File: src/rtl/ual_issue_ctrl_pkg.sv
// Shared definitions for the UAL issue controller.
//  - UAL opcode encodings (0..7 legal, 8..15 illegal and executed as mul by the UAL)
//  - issue FSM state encoding
//  - packed command layout {op, b, a} as stored in the command FIFO
//  - op_illegal(): flags opcodes outside the legal set
package ual_issue_ctrl_pkg;

    localparam logic [3:0] OP_MUL  = 4'd0;
    localparam logic [3:0] OP_ADD  = 4'd1;
    localparam logic [3:0] OP_SUB  = 4'd2;
    localparam logic [3:0] OP_AND  = 4'd3;
    localparam logic [3:0] OP_OR   = 4'd4;
    localparam logic [3:0] OP_XOR  = 4'd5;
    localparam logic [3:0] OP_NAND = 4'd6;
    localparam logic [3:0] OP_NOR  = 4'd7;

    localparam int CMD_W = 12;

    typedef enum logic [1:0] {
        ST_IDLE = 2'd0,
        ST_WAIT = 2'd1,
        ST_HOLD = 2'd2
    } issue_state_t;

    typedef struct packed {
        logic [3:0] op;
        logic [3:0] b;
        logic [3:0] a;
    } cmd_t;

    // Any opcode outside the eight defined operations is reported as illegal.
    function automatic logic op_illegal(input logic [3:0] op);
        logic ill_s;
        case (op)
            OP_MUL, OP_ADD, OP_SUB, OP_AND,
            OP_OR, OP_XOR, OP_NAND, OP_NOR: ill_s = 1'b0;
            default:                        ill_s = 1'b1;
        endcase
        return ill_s;
    endfunction

endpackage

File: src/rtl/ual_cmd_fifo.sv
// Command FIFO for the UAL issue controller.
//  clk, rst_n     : clock, asynchronous active-low reset (empties the FIFO)
//  push, wdata    : write request and data; ignored while full (no full-bypass)
//  pop, rdata     : read request; rdata shows the head entry (first-word fall-through)
//  full, empty    : occupancy flags
//  count          : occupancy 0..DEPTH
// Pointers wrap modulo DEPTH, which must be a power of two.
module ual_cmd_fifo #(
    parameter int DEPTH = 4,
    parameter int W     = 12
) (
    input  logic                       clk,
    input  logic                       rst_n,
    input  logic                       push,
    input  logic [W-1:0]               wdata,
    input  logic                       pop,
    output logic [W-1:0]               rdata,
    output logic                       full,
    output logic                       empty,
    output logic [$clog2(DEPTH):0]     count
);

    localparam int AW = $clog2(DEPTH);
    localparam int CW = AW + 1;

    logic [W-1:0]  mem_r [DEPTH];
    logic [AW-1:0] wr_ptr_r;
    logic [AW-1:0] rd_ptr_r;
    logic [CW-1:0] count_r;
    logic          push_ok_s;
    logic          pop_ok_s;

    assign full      = (count_r == CW'(DEPTH));
    assign empty     = (count_r == {CW{1'b0}});
    assign count     = count_r;
    assign rdata     = mem_r[rd_ptr_r];
    // Full is judged on the registered count, so a same-cycle pop never frees a slot for a push.
    assign push_ok_s = push & ~full;
    assign pop_ok_s  = pop & ~empty;

    // Storage array; contents need no reset because occupancy gates every read.
    always_ff @(posedge clk) begin
        if (push_ok_s) begin
            mem_r[wr_ptr_r] <= wdata;
        end
    end

    // Pointers and occupancy count.
    always_ff @(posedge clk or negedge rst_n) begin
        if (!rst_n) begin
            wr_ptr_r <= {AW{1'b0}};
            rd_ptr_r <= {AW{1'b0}};
            count_r  <= {CW{1'b0}};
        end else begin
            if (push_ok_s) begin
                wr_ptr_r <= wr_ptr_r + AW'(1);
            end
            if (pop_ok_s) begin
                rd_ptr_r <= rd_ptr_r + AW'(1);
            end
            case ({push_ok_s, pop_ok_s})
                2'b10:   count_r <= count_r + CW'(1);
                2'b01:   count_r <= count_r - CW'(1);
                default: count_r <= count_r;
            endcase
        end
    end

endmodule

File: src/rtl/ual_issue_ctrl.sv
// Issue stage for the 4-bit UAL (ALU + Booth multiplier).
// Commands are queued in ual_cmd_fifo, issued one at a time on registered alu_a/b/op,
// and the UAL's combinational alu_c is captured ALU_LAT cycles later and held on the
// result port until the consumer takes it.
//  clk, rst_n                 : clock, asynchronous active-low reset
//  cmd_valid/cmd_ready        : command handshake; cmd_a, cmd_b, cmd_op payload
//  alu_a, alu_b, alu_op       : registered UAL inputs, held between commands
//  alu_c                      : UAL result (8 bits, taken verbatim)
//  res_valid/res_ready        : result handshake; res_c, res_op, res_ill payload
//  busy                       : command in flight or queued
//  fifo_cnt                   : FIFO occupancy
//  done_cnt                   : completed result handshakes, wrapping at 8 bits
module ual_issue_ctrl #(
    parameter int DEPTH   = 4,
    parameter int ALU_LAT = 1
) (
    input  logic                   clk,
    input  logic                   rst_n,
    input  logic                   cmd_valid,
    output logic                   cmd_ready,
    input  logic [3:0]             cmd_a,
    input  logic [3:0]             cmd_b,
    input  logic [3:0]             cmd_op,
    output logic [3:0]             alu_a,
    output logic [3:0]             alu_b,
    output logic [3:0]             alu_op,
    input  logic [7:0]             alu_c,
    output logic                   res_valid,
    input  logic                   res_ready,
    output logic [7:0]             res_c,
    output logic [3:0]             res_op,
    output logic                   res_ill,
    output logic                   busy,
    output logic [$clog2(DEPTH):0] fifo_cnt,
    output logic [7:0]             done_cnt
);

    import ual_issue_ctrl_pkg::*;

    localparam int CW = $clog2(DEPTH) + 1;
    localparam int LW = (ALU_LAT > 1) ? $clog2(ALU_LAT) : 1;
    localparam logic [LW-1:0] LAT_LOAD = LW'(ALU_LAT - 1);

    issue_state_t  state_r;
    issue_state_t  state_nx_s;
    logic          pop_s;
    logic          capture_s;
    logic          handoff_s;
    logic          lat_dec_s;
    cmd_t          head_s;
    logic          fifo_full_s;
    logic          fifo_empty_s;
    logic [CW-1:0] fifo_cnt_s;
    logic [LW-1:0] lat_cnt_r;
    logic [3:0]    alu_a_r;
    logic [3:0]    alu_b_r;
    logic [3:0]    alu_op_r;
    logic          res_valid_r;
    logic [7:0]    res_c_r;
    logic [3:0]    res_op_r;
    logic          res_ill_r;
    logic [7:0]    done_cnt_r;

    ual_cmd_fifo #(
        .DEPTH (DEPTH),
        .W     (CMD_W)
    ) u_fifo (
        .clk   (clk),
        .rst_n (rst_n),
        .push  (cmd_valid),
        .wdata ({cmd_op, cmd_b, cmd_a}),
        .pop   (pop_s),
        .rdata (head_s),
        .full  (fifo_full_s),
        .empty (fifo_empty_s),
        .count (fifo_cnt_s)
    );

    assign cmd_ready = ~fifo_full_s;
    assign fifo_cnt  = fifo_cnt_s;
    assign busy      = (state_r != ST_IDLE) | ~fifo_empty_s;
    assign alu_a     = alu_a_r;
    assign alu_b     = alu_b_r;
    assign alu_op    = alu_op_r;
    assign res_valid = res_valid_r;
    assign res_c     = res_c_r;
    assign res_op    = res_op_r;
    assign res_ill   = res_ill_r;
    assign done_cnt  = done_cnt_r;

    // Issue FSM state register.
    always_ff @(posedge clk or negedge rst_n) begin
        if (!rst_n) begin
            state_r <= ST_IDLE;
        end else begin
            state_r <= state_nx_s;
        end
    end

    // Issue FSM next state and the single-cycle strobes that drive the datapath.
    always_comb begin
        state_nx_s = state_r;
        pop_s      = 1'b0;
        capture_s  = 1'b0;
        handoff_s  = 1'b0;
        lat_dec_s  = 1'b0;
        case (state_r)
            ST_IDLE: begin
                if (!fifo_empty_s) begin
                    pop_s      = 1'b1;
                    state_nx_s = ST_WAIT;
                end else begin
                    state_nx_s = ST_IDLE;
                end
            end
            ST_WAIT: begin
                if (lat_cnt_r == {LW{1'b0}}) begin
                    capture_s  = 1'b1;
                    state_nx_s = ST_HOLD;
                end else begin
                    lat_dec_s  = 1'b1;
                    state_nx_s = ST_WAIT;
                end
            end
            ST_HOLD: begin
                if (res_ready) begin
                    handoff_s  = 1'b1;
                    state_nx_s = ST_IDLE;
                end else begin
                    state_nx_s = ST_HOLD;
                end
            end
            default: begin
                state_nx_s = ST_IDLE;
            end
        endcase
    end

    // UAL operand registers and settle counter; operands keep their value until the next pop.
    always_ff @(posedge clk or negedge rst_n) begin
        if (!rst_n) begin
            alu_a_r   <= 4'd0;
            alu_b_r   <= 4'd0;
            alu_op_r  <= 4'd0;
            lat_cnt_r <= {LW{1'b0}};
        end else begin
            if (pop_s) begin
                alu_a_r   <= head_s.a;
                alu_b_r   <= head_s.b;
                alu_op_r  <= head_s.op;
                lat_cnt_r <= LAT_LOAD;
            end else if (lat_dec_s) begin
                lat_cnt_r <= lat_cnt_r - LW'(1);
            end
        end
    end

    // Result holding registers and completion counter.
    always_ff @(posedge clk or negedge rst_n) begin
        if (!rst_n) begin
            res_valid_r <= 1'b0;
            res_c_r     <= 8'd0;
            res_op_r    <= 4'd0;
            res_ill_r   <= 1'b0;
            done_cnt_r  <= 8'd0;
        end else begin
            if (capture_s) begin
                res_valid_r <= 1'b1;
                res_c_r     <= alu_c;
                res_op_r    <= alu_op_r;
                res_ill_r   <= op_illegal(alu_op_r);
            end else if (handoff_s) begin
                res_valid_r <= 1'b0;
                done_cnt_r  <= done_cnt_r + 8'd1;
            end
        end
    end

endmodule

File: config.mk
export PLATFORM = sky130hd
export DESIGN_NAME = ual_issue_ctrl
export DESIGN_NICKNAME = d
export VERILOG_FILES = /design/src/rtl/ual_issue_ctrl_pkg.sv /design/src/rtl/ual_cmd_fifo.sv /design/src/rtl/ual_issue_ctrl.sv
export SDC_FILE = /design/constraint.sdc
export NUM_CORES = 1
export LEC_CHECK = 0
export CAP_MARGIN = 10
export CORE_UTILIZATION = 40
export CTS_CLUSTER_DIAMETER = 60
export DETAILED_ROUTE_END_ITERATION = 16
export HOLD_SLACK_MARGIN = 0.08
export PLACE_DENSITY = 0.71
export SLEW_MARGIN = 40
export SYNTH_ARGS = -nofsm -noshare
export SYNTH_HDL_FRONTEND = slang
export SYNTH_HIERARCHICAL = 1
export SYNTH_SLANG_ARGS = --single-unit
File: constraint.sdc
create_clock -name clk -period 3 [get_ports clk]
set_input_delay 0.6 -clock clk [delete_from_list [all_inputs] [get_ports clk]]
set_output_delay 0.6 -clock clk [all_outputs]
set_load 0.01 [all_outputs]
Word level (Yosys, flattened, before mapping)

Memory sizes are Yosys's and may differ from the RTL's. A register that Yosys moved wholly into a read port is not among the register bits.
Index checks and enable logic that the tools add are counted.
W data, S select, Z words.

Memory bits (read-only): 0
Input port bits: 24
Logic and storage cells: 56
Bits in latches: 0
Memory bits (writable): 48
Register bits after elaboration: 32
Memories: 1
Output and inout port bits: 39

$add $sub $neg: 6
Div/mod/pow operators: 0
Bitwise logic cells: 6
Reduce and logical (&&, ||, !) cells: 8
Shift-type cells: 0
$lt $le $gt $ge: 0
Multipliers: 0
Muxes and demuxes: 20
Equal/unequal tests: 5

Memories:

| memory       | words | width | rd ports | clocked after memory_dff | wr ports | line               | text |
|---|---|---|---|---|---|---|---|
| u_fifo.mem_r | 4     | 12    | 1        | 1                        | 1        | ual_cmd_fifo.sv:26 | `logic [W-1:0] mem_r [DEPTH];` |

Operators by type and width:

| operator              | count |
|---|---|
| $mux W1               | 16 |
| $add A8 B1 Y8 const B | 1 |
| $reduce_bool A2 Y1    | 4 |
| $pmux W2 S3           | 1 |
| $pmux W3 S2           | 1 |
| $add A2 B1 Y2 const B | 2 |
| $eq A2 B1 Y1 const B  | 2 |
| $eq A2 B2 Y1 const B  | 2 |
| $mux W2               | 2 |
| $add A3 B1 Y3 const B | 1 |
| $eq A3 B3 Y1 const B  | 1 |
| $logic_not A3 Y1      | 1 |
| $not A1 Y1            | 3 |
| $sub A3 B1 Y3 const B | 1 |
| $and A1 B1 Y1         | 2 |
| $logic_not A2 Y1      | 1 |
| $reduce_and A2 Y1     | 1 |
| $logic_not A1 Y1      | 1 |
| $or A1 B1 Y1          | 1 |
| $sub A1 B1 Y1 const B | 1 |

Logic depth before layout (Yosys ltp)

Gate-level depths: netlist of run 1.

Depth in word-level cells: 6
Mapped depth: 10
Depth with buffers taken out: 9

Hierarchy

Netlist of run 1, hierarchy kept.

By module, submodules not included:

| module         | instances | seq. area each (um2) | cells each | area an instance (um2) |
|---|---|---|---|---|
| ual_cmd_fifo   | 1         | 1616.6               | 100        | 2188.3 |
| ual_issue_ctrl | 1         | 900.9                | 96         | 1461.4 |

Worst setup path before layout of run 1

No wires, ideal clock.

Path type: flip-flop to flip-flop
Start: register u_fifo.count_r[0] (netlist: u_fifo/count[0])
End: register u_fifo.count_r[2] (netlist: u_fifo/count[2])
Cell stages (with the launch flop): 11
Path slack: 739 ps
Library setup time: 79 ps
Required time: 2921 ps
Period minus slack after synthesis: 2261 ps
Data arrival time: 2181 ps
Buffers on the path: 1
Cells stage by stage: dfrtp_1 -> nor3_1 -> nor3_2 -> buf_4 -> o31a_1 -> ha_1 -> inv_1 -> fa_1 -> xor2_1 -> nor2_1 -> xor2_1

Longest elaborated chain between the ends: 6
Elaborated cells between the ends (all ways): 14
Those cells by class: add/sub: 2; eq/ne: 3; mux: 3; bitwise: 4; reduce/logical: 2

Ends and longest elaborated chain:

| item                                                     | line                  | text |
|---|---|---|
| start, declared                                          | ual_cmd_fifo.sv:29    | `logic [CW-1:0] count_r;` |
| start signal, assigned                                   | ual_cmd_fifo.sv:53    | `count_r <= {CW{1'b0}};` |
| start signal, assigned                                   | ual_cmd_fifo.sv:62    | `2'b10: count_r <= count_r + CW'(1);` |
| start signal, assigned                                   | ual_cmd_fifo.sv:63    | `2'b01: count_r <= count_r - CW'(1);` |
| $logic_not A3 Y1 *                                       | ual_cmd_fifo.sv:34    | `assign empty = (count_r == {CW{1'b0}});` |
| net fifo_empty_s                                         | ual_issue_ctrl.sv:52  | `logic fifo_empty_s;` |
| $mux W1 *                                                | ual_issue_ctrl.sv:109 | `if (!fifo_empty_s) begin` |
| $mux W1 *                                                | ual_issue_ctrl.sv:107 | `case (state_r)` |
| net pop_s                                                | ual_issue_ctrl.sv:46  | `logic pop_s;` |
| $and A1 B1 Y1 *                                          | ual_cmd_fifo.sv:39    | `assign pop_ok_s = pop & ~empty;` |
| net u_fifo.pop_ok_s                                      | ual_cmd_fifo.sv:31    | `logic pop_ok_s;` |
| $eq A2 B1 Y1 / $eq A2 B2 Y1 (equally long branches)      | ual_cmd_fifo.sv:61    | `case ({push_ok_s, pop_ok_s})` |
| $pmux W3 S2 / $reduce_bool A2 Y1 (equally long branches) | -                     |  |

Mark *: on every way through the listed nets, which the timed path passes. The rest lies on a longest branch.
A chain may end at the register's enable or synchronous reset.

Final worst setup path of run 1

Start: register u_fifo.count_r[0] (netlist: u_fifo/count[0])
End: output busy

Longest elaborated chain between the ends: 3

Ends and longest elaborated chain:

| item             | line                 | text |
|---|---|---|
| $logic_not A3 Y1 | ual_cmd_fifo.sv:34   |  |
| net fifo_empty_s | ual_issue_ctrl.sv:52 |  |
| $not A1 Y1       | ual_issue_ctrl.sv:81 | `assign busy = (state_r != ST_IDLE) \| ~fifo_empty_s;` |
| $or A1 B1 Y1     | ual_issue_ctrl.sv:81 |  |
| end, declared    | ual_issue_ctrl.sv:33 | `output logic busy,` |

The timed path passes the listed nets, and every way through them passes these cells.

==> out/summary.txt, run 1 <==
Setup TNS -> 0 ns
FF-to-FF Start -> u_fifo/count[0]
Critical Path Sink Type -> output pin
Crit path launch type -> flip-flop
Main synth FF type -> edfxtp_1
Total track usage -> 13.28%
Fraction of layout cells with a size suffix above 1 -> 21.19%
First-pass GRT wire length -> 9660 um
Synth warn -> 6
Reg area -> 2519 um2
Minimum setup slack among reg-to-reg paths -> 0.91 ns
Hpwl dp -> 3983 um
Post-detailed-routing wire length -> 6024 um
Clk buf depth -> 2
Top-count cell post-synth -> edfxtp_1
Clk pin slew, worst setup/hold paths -> 0.09 ns
Max cap viols -> 0
Area Growth Syn to Fin -> 24.72%
Fillers -> 721
Die width -> 97.52 um
Root Buffer -> clkbuf_8
DR vias/cell -> 4.862
Number of hold-repair buffers added at the cts stage -> 0
Wire per inst -> 15.98 um
Leading area contributor after synthesis -> edfxtp_1
Synth Register Bits -> 91
Via count -> 1833
Syn Area/Cell -> 18.62 um2
Number of endpoints failing setup at the final stage -> 0
CP Launch Point -> u_fifo/count[0]
Post-CTS setup buffers -> 0
Critical setup path kind -> reg2out
Slew margin rel. -> 56.33%
Largest net degree at the start of global routing -> 44
ANT nets after route -> 0
Post-Syn Nets -> 227
Overall Power -> 0.004642 W
Final period demand of the worst path -> 2.404 ns
Layout net count -> 295
Worst min path class -> in2async
Cell row count -> 34
Grt ovf -> 0
EDFF count, synth -> 48
H-tree depth -> 3
Final worst-path cycle share -> 80.12%
Number of global-route vias before repair -> 1847
Fmax -> 0.4160 GHz
Mapped Area -> 3650 um2
Synth async-reset ratio -> 47.25%
DRC errors left -> 0
Multi-input logic area -> 1028 um2
Worst reg2reg endpoint -> u_fifo/count[2]
Initial Util -> 41.65%
Synth unique cells -> 33
Status -> finished, final reports clean
Placer Congestion -> 0.7053
Post-CTS resize count -> 0
CTS tree -> yes
WP data required -> 2.40 ns
Static leakage -> 1.761 nW
Starting DRT DRC Count -> 43
I/O pin count -> 63
Arrival @ worst endpoint -> 1.80 ns
Crit path capture -> busy
TritonCTS Buffers -> 9
Die ar. -> 9510 um2
Cell Pwr Density -> 1020 nW/um2
Initial antenna violation count -> 0
Chip Height -> 97.52 um
Synth top cells by count -> edfxtp_1, dfrtp_1, mux2_2
Max Clock Skew -> 0.01010 ns
RSZ-0062 raised after global routing -> false
Crit path max fanout -> 6
Count of pins over their slew limit -> 0
Num Clock Sinks -> 91
Register area share after synthesis -> 68.97%
Max VDD drop -> 0.3613 mV
Worst R2R Path Depth -> 9
Mapped Cells -> 196
Worst Max-Slew Pin Slew -> 0.6550 ns
Diodes inserted -> 0
Hold_ws -> 0.2329 ns
Top-area cell type share of the netlist area -> 39.49%
Core Region -> 8763 um2
Clock Latency Late Sink -> 0.35 ns
Pre-antenna DRT Iters -> 4
Hold Fails Final Rpt -> 0
Synth top area cells -> edfxtp_1, dfrtp_1, mux2_2
Port-buffer cells -> 62
-- per-stage QoR --
stage	util, %	cells	worst slack (ns)	area (um2)
final	51.94	377	0.5963	4552
after global routing	51.94	377	0.5014	4552
after CTS	51.93	377	0.5455	4551
after detailed placement	49.53	361	0.5980	4340
after global placement	49.50	361	0.6736	4338
after floorplan	-	196	0.7393	3650
-- cell families after synthesis --
group                    after synthesis  share of synthesized area [%]
flip-flops                            91                          68.97
multiplexers                          39                          17.04
AND/OR/NAND/NOR                       29                          4.765
buffers and inverters                 14                          2.845
XOR/XNOR                              13                          3.120
adder cells (fa/ha/maj)                7                          2.605
AO/OA/AOI/OAI                          3                         0.6513
-- state kept, by name, indices dropped and copies added, names as in the netlist, 2 cells and up --
name	count
alu_a	4
u_fifo/wr_ptr_r	2
u_fifo/count	3
u_fifo/rd_ptr_r	2
res_c	8
state_r	2
alu_b	4
done_cnt	8
u_fifo/mem_r	48
res_op	4
alu_op	4
-- layout make-up --
type	count	area share, %
inverters	7	0.5772
well taps	108	2.969
clock inverters	6	1.594
clock buffers	10	3.024
repair buffers	64	13.91
multi-input cells	91	22.59
flip-flops and latches	91	55.33
-- where the power goes --
part	internal [W]	leakage, nW	switching [W]
clock network	0.000417	0.103	0.000434
registers	0.00174	0.955	0.000315
logic	0.00107	0.703	0.000664
-- worst min path at each step --
stage | slack (ns) | endpoint
after floorplan | 0.30 | alu_a[0]
after global placement | 0.45 | done_cnt[7]
after detailed placement | 0.46 | done_cnt[7]
after CTS | 0.24 | alu_a[2]
after global routing | 0.27 | alu_b[3]
final | 0.23 | alu_a[2]
-- worst max-delay path, cell delays in order (launching register included) --
cell	delay, ns
dfrtp_1	0.46
nor3_1	0.38
nand2_1	0.12
clkdlybuf4s50_1	0.50
-- layer usage --
layer | vias to the layer above | global-route usage, % | wire length [um]
met4 | 0 | 4.412 | 21
met5 | - | 0 | 0
met3 | 4 | 4.245 | 367
met2 | 53 | 20.39 | 2788
met1 | 914 | 17.94 | 2848
li1 | 862 | - | -
-- layout by cell type, fill, tap and decap left out, types with 4 or more instances in the layout --
master | netlist | final
clkdlybuf4s50_1 | 0 | 61
xnor2_1 | 6 | 6
inv_1 | 7 | 7
and2_1 | 4 | 4
nor3_1 | 4 | 4
mux4_1 | 4 | 4
xor2_1 | 7 | 7
nor2_1 | 4 | 4
mux4_2 | 8 | 8
mux2_4 | 9 | 9
edfxtp_1 | 48 | 48
clkbuf_8 | 0 | 10
ha_1 | 6 | 6
mux2_2 | 17 | 17
dfrtp_1 | 43 | 42
No activity file was read; power rests on OpenSTA's default activity.
==> run 2: changes to the inputs <==
==> constraint.sdc (replaced) <==
create_clock -name clk -period 2.33 [get_ports clk]
set_input_delay 0.466 -clock clk [delete_from_list [all_inputs] [get_ports clk]]
set_output_delay 0.466 -clock clk [all_outputs]
set_load 0.01 [all_outputs]
==> run 2 against run 1 <==
  * Final cell count is 2.1% higher
  * Register-to-register slack lost 0.64 ns
  * First-iteration DRC count increased by 91%
  * Sequential share of layout area down 1.0 points
  * Via count is 1.0% higher
  * Non-clock buffer count grew 8
  * Global-route usage about the same
  * Combinational power rose by 34%
  * Setup slack worse by 0.43 ns
  * Largest cell class unchanged
  * Highest routed layer unchanged
==> out/summary.txt, run 2 (synthesized netlist as in run 1, its figures left out) <==
Status -> finished, final reports clean
Worst Max-Slew Pin Slew -> 0.5697 ns
Final instance area -> 4637 um2
Placer Congestion -> 0.7011
FF-to-FF Start -> u_fifo/count[0]
Static leakage -> 1.818 nW
Overall Power -> 0.006121 W
Cell Pwr Density -> 1320 nW/um2
Crit path max fanout -> 6
Placed inst area -> 4390 um2
I/O pin count -> 63
Max Clock Skew -> 0.009114 ns
Number of global-route vias before repair -> 1880
Area Growth Syn to Fin -> 27.05%
CP Launch Point -> u_fifo/count[0]
ANT nets after route -> 0
CTS tree -> yes
Final period demand of the worst path -> 2.159 ns
Delay of the slowest critical-path stage -> 0.49 ns
DRC errors left -> 0
Critical path cell sequence -> nor3_2 -> nand2_1 -> clkdlybuf4s50_1
WP data required -> 1.86 ns
Initial antenna violation count -> 0
Critical path's slowest cell -> clkdlybuf4s50_1
Largest net degree at the start of global routing -> 20
TritonCTS Buffers -> 9
Fraction of layout cells with a size suffix above 1 -> 23.10%
RSZ-0062 raised after global routing -> false
Diodes inserted -> 0
Die width -> 97.52 um
Source of the worst hold timing path -> done_cnt[7]
Hold Fails Final Rpt -> 0
Grt ovf -> 0
Clk buf depth -> 2
Initial Util -> 41.65%
Port-buffer cells -> 62
Pre-antenna DRT Iters -> 4
Wire per inst -> 15.21 um
Clk pin slew, worst setup/hold paths -> 0.09 ns
Num Clock Sinks -> 91
Starting DRT DRC Count -> 82
Max reg flops -> 48
Die ar. -> 9510 um2
Cell row count -> 34
DR vias/cell -> 4.810
Clock Latency Late Sink -> 0.35 ns
Slew margin rel. -> 62.02%
Setup TNS -> 0 ns
Critical Path Sink Type -> output pin
Worst path buffer plus inverter count -> 1
Most frequent cells in the layout -> clkdlybuf4s50_1, edfxtp_1, dfrtp_1
Via count -> 1852
Fmax -> 0.4631 GHz
Max VDD drop -> 0.4140 mV
Final worst-path cycle share -> 92.68%
Final core occ -> 52.91%
Commonest non-fill, non-tap cell in the layout -> clkdlybuf4s50_1
Total track usage -> 13.32%
Post-detailed-routing wire length -> 5857 um
H-tree depth -> 3
Max cap viols -> 0
CP delay by family, top -> buffers and inverters
Number of endpoints failing setup at the final stage -> 0
Register name with the most flops -> u_fifo/mem_r
Crit path launch type -> flip-flop
Root Buffer -> clkbuf_8
Hpwl dp -> 3974 um
Chip Height -> 97.52 um
Critical setup path kind -> reg2out
Core Region -> 8763 um2
Count of pins over their slew limit -> 0
Worst min path class -> reg2reg
First-pass GRT wire length -> 9570 um
Arrival @ worst endpoint -> 1.69 ns
Layout net count -> 303
## run 2: changes by cell type in the layout (fill, tap and decap cells not counted), sizes merged
cell         before  now
bufinv            1    2
clkinv            2    1
inv               9   10
buf               3   10
dlygate4sd3       0    1
clkinvlp          1    0
## run 2: layer usage
metal,up-vias,GRT usage (%),routed length [um]
met3,6,4.317,323
met4,0,4.751,52
li1,877,-,-
met5,-,0,0
met2,58,21.41,2953
met1,911,16.93,2527
## run 2: stage by stage
stage	setup WS, ns	std cells	hold slack (ns)
5_1_grt	0.06631	385	0.4893
3_5_place_dp	0.1157	368	0.3358
2_1_floorplan	0.06926	196	0.1704
6_report	0.1707	385	0.4675
3_3_place_gp	0.1422	368	0.3363
4_1_cts	0.02722	385	0.4729
## run 2: layout make-up
| cell class | count | area (um2) |
|---|---|---|
| tap | 108 | 135.1 |
| inverter | 7 | 26.28 |
| multi-input combinational | 91 | 1033 |
| fill | 740 | 4126 |
| clock buffer | 10 | 137.6 |
| timing repair buffer | 72 | 693.2 |
| clock inverter | 6 | 93.84 |
| sequential | 91 | 2517 |
## run 2: where the power goes
group | total [W] | internal, W | switching, W | leakage, nW
clock | 0.00120 | 0.000647 | 0.000550 | 0.119
sequential | 0.00259 | 0.00224 | 0.000353 | 0.956
combinational | 0.00233 | 0.00142 | 0.000912 | 0.743
## run 2: what timing repair did
action,in CTS,in global routing
hold buffers,1,0
buffers inserted,0,0
hold endpoints to repair,8,0
setup endpoints to repair,0,1
resized for setup,0,1
## run 2: final timing paths
path,to,slack [ns],depth (start not counted)
max in group asynchronous,res_c[4],1.32,3
worst max register to register,u_fifo/count[2],0.27,9
worst min register to register,done_cnt[7],0.47,1
worst max-delay path,busy,0.17,3
min in group asynchronous,res_c[1],0.51,2
worst min-delay path,done_cnt[7],0.47,1
==> edit 1 (config.mk and constraints of run 2) <==
`DEPTH` is set to 4 in 2 places; all go to 8.
--- a/src/rtl/ual_cmd_fifo.sv
+++ b/src/rtl/ual_cmd_fifo.sv
@@ -6,7 +6,7 @@
 //  count          : occupancy 0..DEPTH
 // Pointers wrap modulo DEPTH, which must be a power of two.
 module ual_cmd_fifo #(
-    parameter int DEPTH = 4,
+    parameter int DEPTH = 8,
     parameter int W     = 12
 ) (
     input  logic                       clk,
--- a/src/rtl/ual_issue_ctrl.sv
+++ b/src/rtl/ual_issue_ctrl.sv
@@ -11,7 +11,7 @@
 //  fifo_cnt                   : FIFO occupancy
 //  done_cnt                   : completed result handshakes, wrapping at 8 bits
 module ual_issue_ctrl #(
-    parameter int DEPTH   = 4,
+    parameter int DEPTH   = 8,
     parameter int ALU_LAT = 1
 ) (
     input  logic                   clk,
Interface: changed (resized fifo_cnt); port bits go from 63 to 64. The function was not compared with the original's and may differ.
==> edit 1 against run 2 <==
- the run now ends with negative setup slack left
- first-iteration DRC count increased by 93%
- sequential cell count increased by 51
- register-to-register slack got worse by 300 ps
- total power is 68% higher
- non-clock buffer count increased by 32
- routed wire length is 90% higher
- clock skew down 2.8 ps
- setup slack lost 200 ps
- cell area rose by 62%
- synthesized area grew 59%
- via count grew 69%
- sequential power grew 43%
- synthesized cell count up 54%
- critical path type is now reg2reg
- largest power group is now combinational logic
- highest routed layer unchanged
==> edit 1: results (changes against run 2) <==
global_routing:
  grt_pass1_vias: 3241  # +72%
  use_met2_pct: 27.6  # +6.2 points
  grtUsageMet3_pct: 5.02  # +0.70 points
  grtUsageMet1_pct: 19.6  # +2.7 points
  antenna_found_initial: 0  # unchanged
  grt_pass1_wl_um: 17400  # +82%
  grt_usage_pct: 16.3  # +3.0 points
  grt_max_degree: 37  # +85%
pwr:
  peakVddDrop_v: 0.000759  # +83%
  switching_share_pct: 29.2  # -0.49 points
  leakagePower_uw: 0.00283  # +56%
route:
  routed-wl-met2_um: 5750  # +95%
  drt_first_iter_violations: 158  # +93%
  vias: 3127  # +69%
  routedWlPerCell_um: 18.4  # +21%
  wl_met3_um: 442  # +37%
  met1Wirelength_um: 4830  # +91%
  highest_layer: "met4"
cells_and_area:
  fillers: 1093  # +48%
  antenna_cells: 0  # unchanged
  largest_register_ffs: 96  # +100%
  drive_gt1_share_pct: 29.2  # +6.1 points
  layout.nets: 444  # +47%
synth:
  synth.distinct_cells: 40  # +21%
  ys_top_cells_by_count: "edfxtp_1 (96), dfrtp_1 (46), mux2_2 (31)"
  seq_area_frac_synth_pct: 69.6  # +0.61 points
  synthArstFlopShare_pct: 32.4  # -15 points
  synth_nets: 333  # +47%
  synth-edff-count: 96  # +100%
  synth_area_leaders: "edfxtp_1 (50%), dfrtp_1 (20%), mux4_1 (9.5%), mux2_2 (6.0%), mux2_4 (2.1%)"
  yosysWarnings: 6  # unchanged
outcome:
  violations: "negative setup slack"
  status: "complete, but fails checks"
placement:
  place_congestion: 0.739  # +5.4%
  post-dp-hpwl_um: 6750  # +70%
  portBuffers: 63  # +1.6%
setup_path:
  r2r_end: "u_fifo/count[3]$_DFFE_PN0P_"
  rr_startpoint: "u_fifo/count[1]$_DFFE_PN0P_"
  worst_setup_path_start_kind: "flop"
  worstSetupEndpointType: "flop"
  crit_path_max_fanout: 4  # -2
  max_stage_delay_ps: 570  # +80 ps
  reg2reg_depth: 7  # -2
  cpMaxStageDelayCell: "or4b_4"
clocking:
  insertion_delay_ps: 420  # +70 ps
  clkTransAtPathRegs_ps: 60  # -30 ps
  clockRootBuffer: "clkbuf_16"
  numCtsBuffers: 17  # +8
  htreeDepth: 4  # +1
sta:
  setup_slack_ps: -28.9  # -200 ps
  setup_viol: 1  # +1
  fin_worst_skew_ps: 6.30  # -2.82 ps
  max-slew-margin-rel_pct: 66.8  # +4.8 points
  hold_viol_final: 0  # unchanged
worst_hold_path:
  whs_path_depth: 1  # unchanged
## edit 1: changes by cell type in the layout (fill, tap and decap cells not counted), sizes merged, moves of 3 or more
| cell | change |
|---|---|
| clkbuf | +10 |
| nand2 | +6 |
| and2 | -4 |
| dfrtp | +3 |
| buf | +32 |
| edfxtp | +48 |
| clkinv | +5 |
| nor2 | +5 |
| mux4 | +12 |
| mux2 | +13 |
| nand3 | +4 |
## edit 1: worst max-delay path: cells and delay by family, from the launching register on
family                   cells  cell delay (ps)
AND/OR/NAND/NOR              3             1200
AO/OA/AOI/OAI                2              210
adder cells (fa/ha/maj)      2              370
flip-flops                   1              430
## edit 1: kinds of logic after synthesis
kind of cell / share of synthesized area [%]
multiplexers: 19.0
buffers and inverters: 2.12
AND/OR/NAND/NOR: 4.60
adder cells (fa/ha/maj): 1.64
XOR/XNOR: 1.96
flip-flops: 69.6
AO/OA/AOI/OAI: 1.14
## edit 1: worst min path at each step
stage	from	to	slack [ps]
6_report	done_cnt[7]$_DFFE_PN0P_	done_cnt[7]$_DFFE_PN0P_	470
5_1_grt	done_cnt[7]$_DFFE_PN0P_	done_cnt[7]$_DFFE_PN0P_	490
4_1_cts	done_cnt[7]$_DFFE_PN0P_	done_cnt[7]$_DFFE_PN0P_	470
3_5_place_dp	done_cnt[7]$_DFFE_PN0P_	done_cnt[7]$_DFFE_PN0P_	460
3_3_place_gp	done_cnt[7]$_DFFE_PN0P_	done_cnt[7]$_DFFE_PN0P_	460
2_1_floorplan	rst_n	alu_a[0]$_DFFE_PN0P_	170
## edit 1: power groups by stage
stage | logic [uW] | clock network, uW | registers [uW]
6_report | 3950 | 2640 | 3700
2_1_floorplan | 2170 | 0 | 3880
4_1_cts | 3960 | 2700 | 3710
3_5_place_dp | 3780 | 0 | 3750
5_1_grt | 4250 | 2820 | 3770
3_3_place_gp | 3690 | 0 | 3700
## edit 1: final cells by class
cell class | instances | area (sq um) | share of cell area (%)
sequential | 142 | 4040 | 53.6
multi-input combinational | 141 | 1710 | 22.7
timing repair buffer | 104 | 952 | 12.6
clock buffer | 20 | 437 | 5.80
tap | 180 | 225 | 2.99
clock inverter | 11 | 141 | 1.88
inverter | 7 | 26.3 | 0.349
## edit 1: through the flow
stage	TNS (ps)	setup WS, ps	instance area (sq um)	cells	hold WS (ps)
floorplan	-211	-211	5860	302	170
global placement	-21.1	-21.1	6860	564	457
finish	-28.9	-28.9	7530	605	465
global route	-185	-133	7530	605	494
CTS	-0.159	-0.159	7530	604	469
detailed placement	-68.9	-68.9	6870	564	460
## edit 1: repair_timing
item,4_1_cts,5_1_grt
pin swaps,3,1
buffers inserted,8,1
gates resized for setup,8,2
hold buffers,1,0
endpoints found under the setup margin,3,4
hold endpoints to repair,34,0
==> edit 2 (config.mk and constraints of run 2) <==
Made on the original files. Make the reset (`rst_n`) synchronous in 4 clocked blocks. Comments in the files are not updated.
--- a/src/rtl/ual_cmd_fifo.sv
+++ b/src/rtl/ual_cmd_fifo.sv
@@ -46,7 +46,7 @@
     end
 
     // Pointers and occupancy count.
-    always_ff @(posedge clk or negedge rst_n) begin
+    always_ff @(posedge clk) begin
         if (!rst_n) begin
             wr_ptr_r <= {AW{1'b0}};
             rd_ptr_r <= {AW{1'b0}};
--- a/src/rtl/ual_issue_ctrl.sv
+++ b/src/rtl/ual_issue_ctrl.sv
@@ -89,7 +89,7 @@
     assign done_cnt  = done_cnt_r;
 
     // Issue FSM state register.
-    always_ff @(posedge clk or negedge rst_n) begin
+    always_ff @(posedge clk) begin
         if (!rst_n) begin
             state_r <= ST_IDLE;
         end else begin
@@ -137,7 +137,7 @@
     end
 
     // UAL operand registers and settle counter; operands keep their value until the next pop.
-    always_ff @(posedge clk or negedge rst_n) begin
+    always_ff @(posedge clk) begin
         if (!rst_n) begin
             alu_a_r   <= 4'd0;
             alu_b_r   <= 4'd0;
@@ -156,7 +156,7 @@
     end
 
     // Result holding registers and completion counter.
-    always_ff @(posedge clk or negedge rst_n) begin
+    always_ff @(posedge clk) begin
         if (!rst_n) begin
             res_valid_r <= 1'b0;
             res_c_r     <= 8'd0;
Formal check against the unedited RTL: differs if rst_n is asserted again (counterexample within 4 cycles, from zero or initial values and one cycle with rst_n low); with rst_n held inactive, the same outputs for 10 cycles.
==> edit 2 against run 2 <==
- first-iteration DRC count increased by 6.1%
- critical path depth increased by 7
- synthesized area unchanged
- sequential cell count increased by 2
- routed wire length increased by 15%
- sequential share of layout area decreased by 4.3 points
- sequential power decreased by 16%
- total power decreased by 18%
- maximum frequency decreased by 3.2%
- cell area increased by 1.4%
- setup slack got worse by 71 ps
- largest power group unchanged
==> edit 2: results (changes against run 2) <==
outcome:
  status: "finished, final reports clean"
pwr:
  p_sw_uw: 1560  # -14%
  power_frac_comb_pct: 34.9  # -3.2 points
  leakagePower_uw: 0.00160  # -12%
  peakVddDrop_v: 0.000367  # -11%
synth:
  syn_inst: 280  # +43%
  seq_area_frac_synth_pct: 64.2  # -4.8 points
  ys_top_cells_by_count: "nand2_1 (59), edfxtp_1 (48), dfxtp_1 (45)"
  synth.distinct_cells: 41  # +24%
  synth_area_leaders: "edfxtp_1 (39%), dfxtp_1 (25%), mux4_2 (7.4%), nand2_1 (6.1%), a21boi_0 (5.1%)"
  synth_nets: 311  # +37%
  synthArstFlopShare_pct: 0  # -47 points
global_routing:
  grt_pass1_wl_um: 10900  # +13%
  grt_max_degree: 28  # +40%
  grtUsageMet3_pct: 3.74  # -0.58 points
  grt_pass1_vias: 2195  # +17%
  grtUsageMet1_pct: 19.1  # +2.2 points
  use_met2_pct: 23.3  # +1.9 points
  grt_usage_pct: 14.8  # +1.5 points
sta:
  fin_worst_skew_ps: 7.22  # -1.90 ps
  max-slew-margin-rel_pct: 61.4  # -0.62 points
clocking:
  clockRootBuffer: "clkbuf_8"
cells_and_area:
  layout.nets: 387  # +28%
  drive_gt1_share_pct: 15.8  # -7.3 points
  fillers: 751  # +1.5%
setup_path:
  cpMaxStageDelayCell: "dfxtp_4"
  crit_path_max_fanout: 4  # -2
  crit_family: "simple AND/OR/NAND/NOR gates"
  arrival_ps: 2510  # +820 ps
  max_stage_delay_ps: 390  # -100 ps
route:
  vias: 2283  # +23%
  via_per_inst: 4.87  # +1.2%
  routedWlPerCell_um: 14.3  # -5.9%
  drt_first_iter_violations: 87  # +6.1%
placement:
  dpl_cell_area_sq_um: 4480  # +2.1%
  place_congestion: 0.750  # +7.0%
  dp.cells: 450  # +22%
  post-dp-hpwl_um: 4540  # +14%
[edit 2: kinds of logic (layout without fill, tap and decap cells)]
| kind of cell | after synthesis | count (layout) | synth area share [%] |
|---|---|---|---|
| flip-flops | 93 | 93 | 64.2 |
| buffers and inverters | 25 | 106 | 3.09 |
| XOR/XNOR | 4 | 4 | 0.960 |
| AND/OR/NAND/NOR | 92 | 92 | 12.3 |
| multiplexers | 16 | 16 | 8.50 |
| adder cells (fa/ha/maj) | 7 | 7 | 2.61 |
| AO/OA/AOI/OAI | 43 | 43 | 8.36 |
[edit 2: worst paths after layout]
path	startpoint	end	slack (ps)	cells after the start
min	res_op[0]$_SDFFE_PN0P_	res_op[0]$_SDFFE_PN0P_	470	2
max	u_fifo/count[0]$_SDFFE_PN0P_	u_fifo/count[2]$_SDFFE_PN0P_	100	10
max reg2reg	u_fifo/count[0]$_SDFFE_PN0P_	u_fifo/count[2]$_SDFFE_PN0P_	100	10
min reg2reg	res_op[0]$_SDFFE_PN0P_	res_op[0]$_SDFFE_PN0P_	470	2
[edit 2: routing by layer]
| metal | up-vias | share of wire [%] |
|---|---|---|
| li1 | 1143 | - |
| met1 | 1078 | 47 |
| met2 | 55 | 48 |
| met3 | 7 | 4.7 |
| met4 | 0 | 1.2 |
| met5 | - | 0 |
[edit 2: power by group through the flow]
| stage | clock (uW) | sequential, uW | combinational (uW) |
|---|---|---|---|
| 4_1_cts | 1110 | 2190 | 1730 |
| 2_1_floorplan | 0 | 2280 | 957 |
| 5_1_grt | 1170 | 2220 | 1920 |
| 3_5_place_dp | 0 | 2220 | 1720 |
| 3_3_place_gp | 0 | 2210 | 1690 |
| 6_report | 1070 | 2180 | 1740 |
[edit 2: tightest hold or removal path, cell delays in order, from the launching register on]
cell	delay (ps)
dfxtp_1	320
nand2_1	40
a21boi_0	60
[edit 2: cell type report]
type,instances,area (sq um),area share (%)
inverters,12,47.5,1.01
clock inverters,7,73.8,1.57
multi-input cells,162,1230,26.1
well taps,108,135,2.87
clock buffers,9,124,2.63
flip-flops and latches,93,2350,50.0
repair buffers,78,741,15.7
[edit 2: repair_timing]
| item | in CTS | in global routing |
|---|---|---|
| setup endpoints to repair | 0 | 1 |
| hold endpoints to repair | 0 | 0 |
| gates resized for setup | 0 | 1 |
| buffers inserted | 0 | 3 |
[edit 2: stage by stage]
stage               worst slack [ps]  utilization, %  power [uW]
finish                          99.4            53.7        4990
detailed placement              95.2            51.1        3940
global route                   -8.85            53.7        5300
floorplan                      -19.6               -        3230
global placement                 137            51.1        3900
CTS                             83.8            53.4        5020
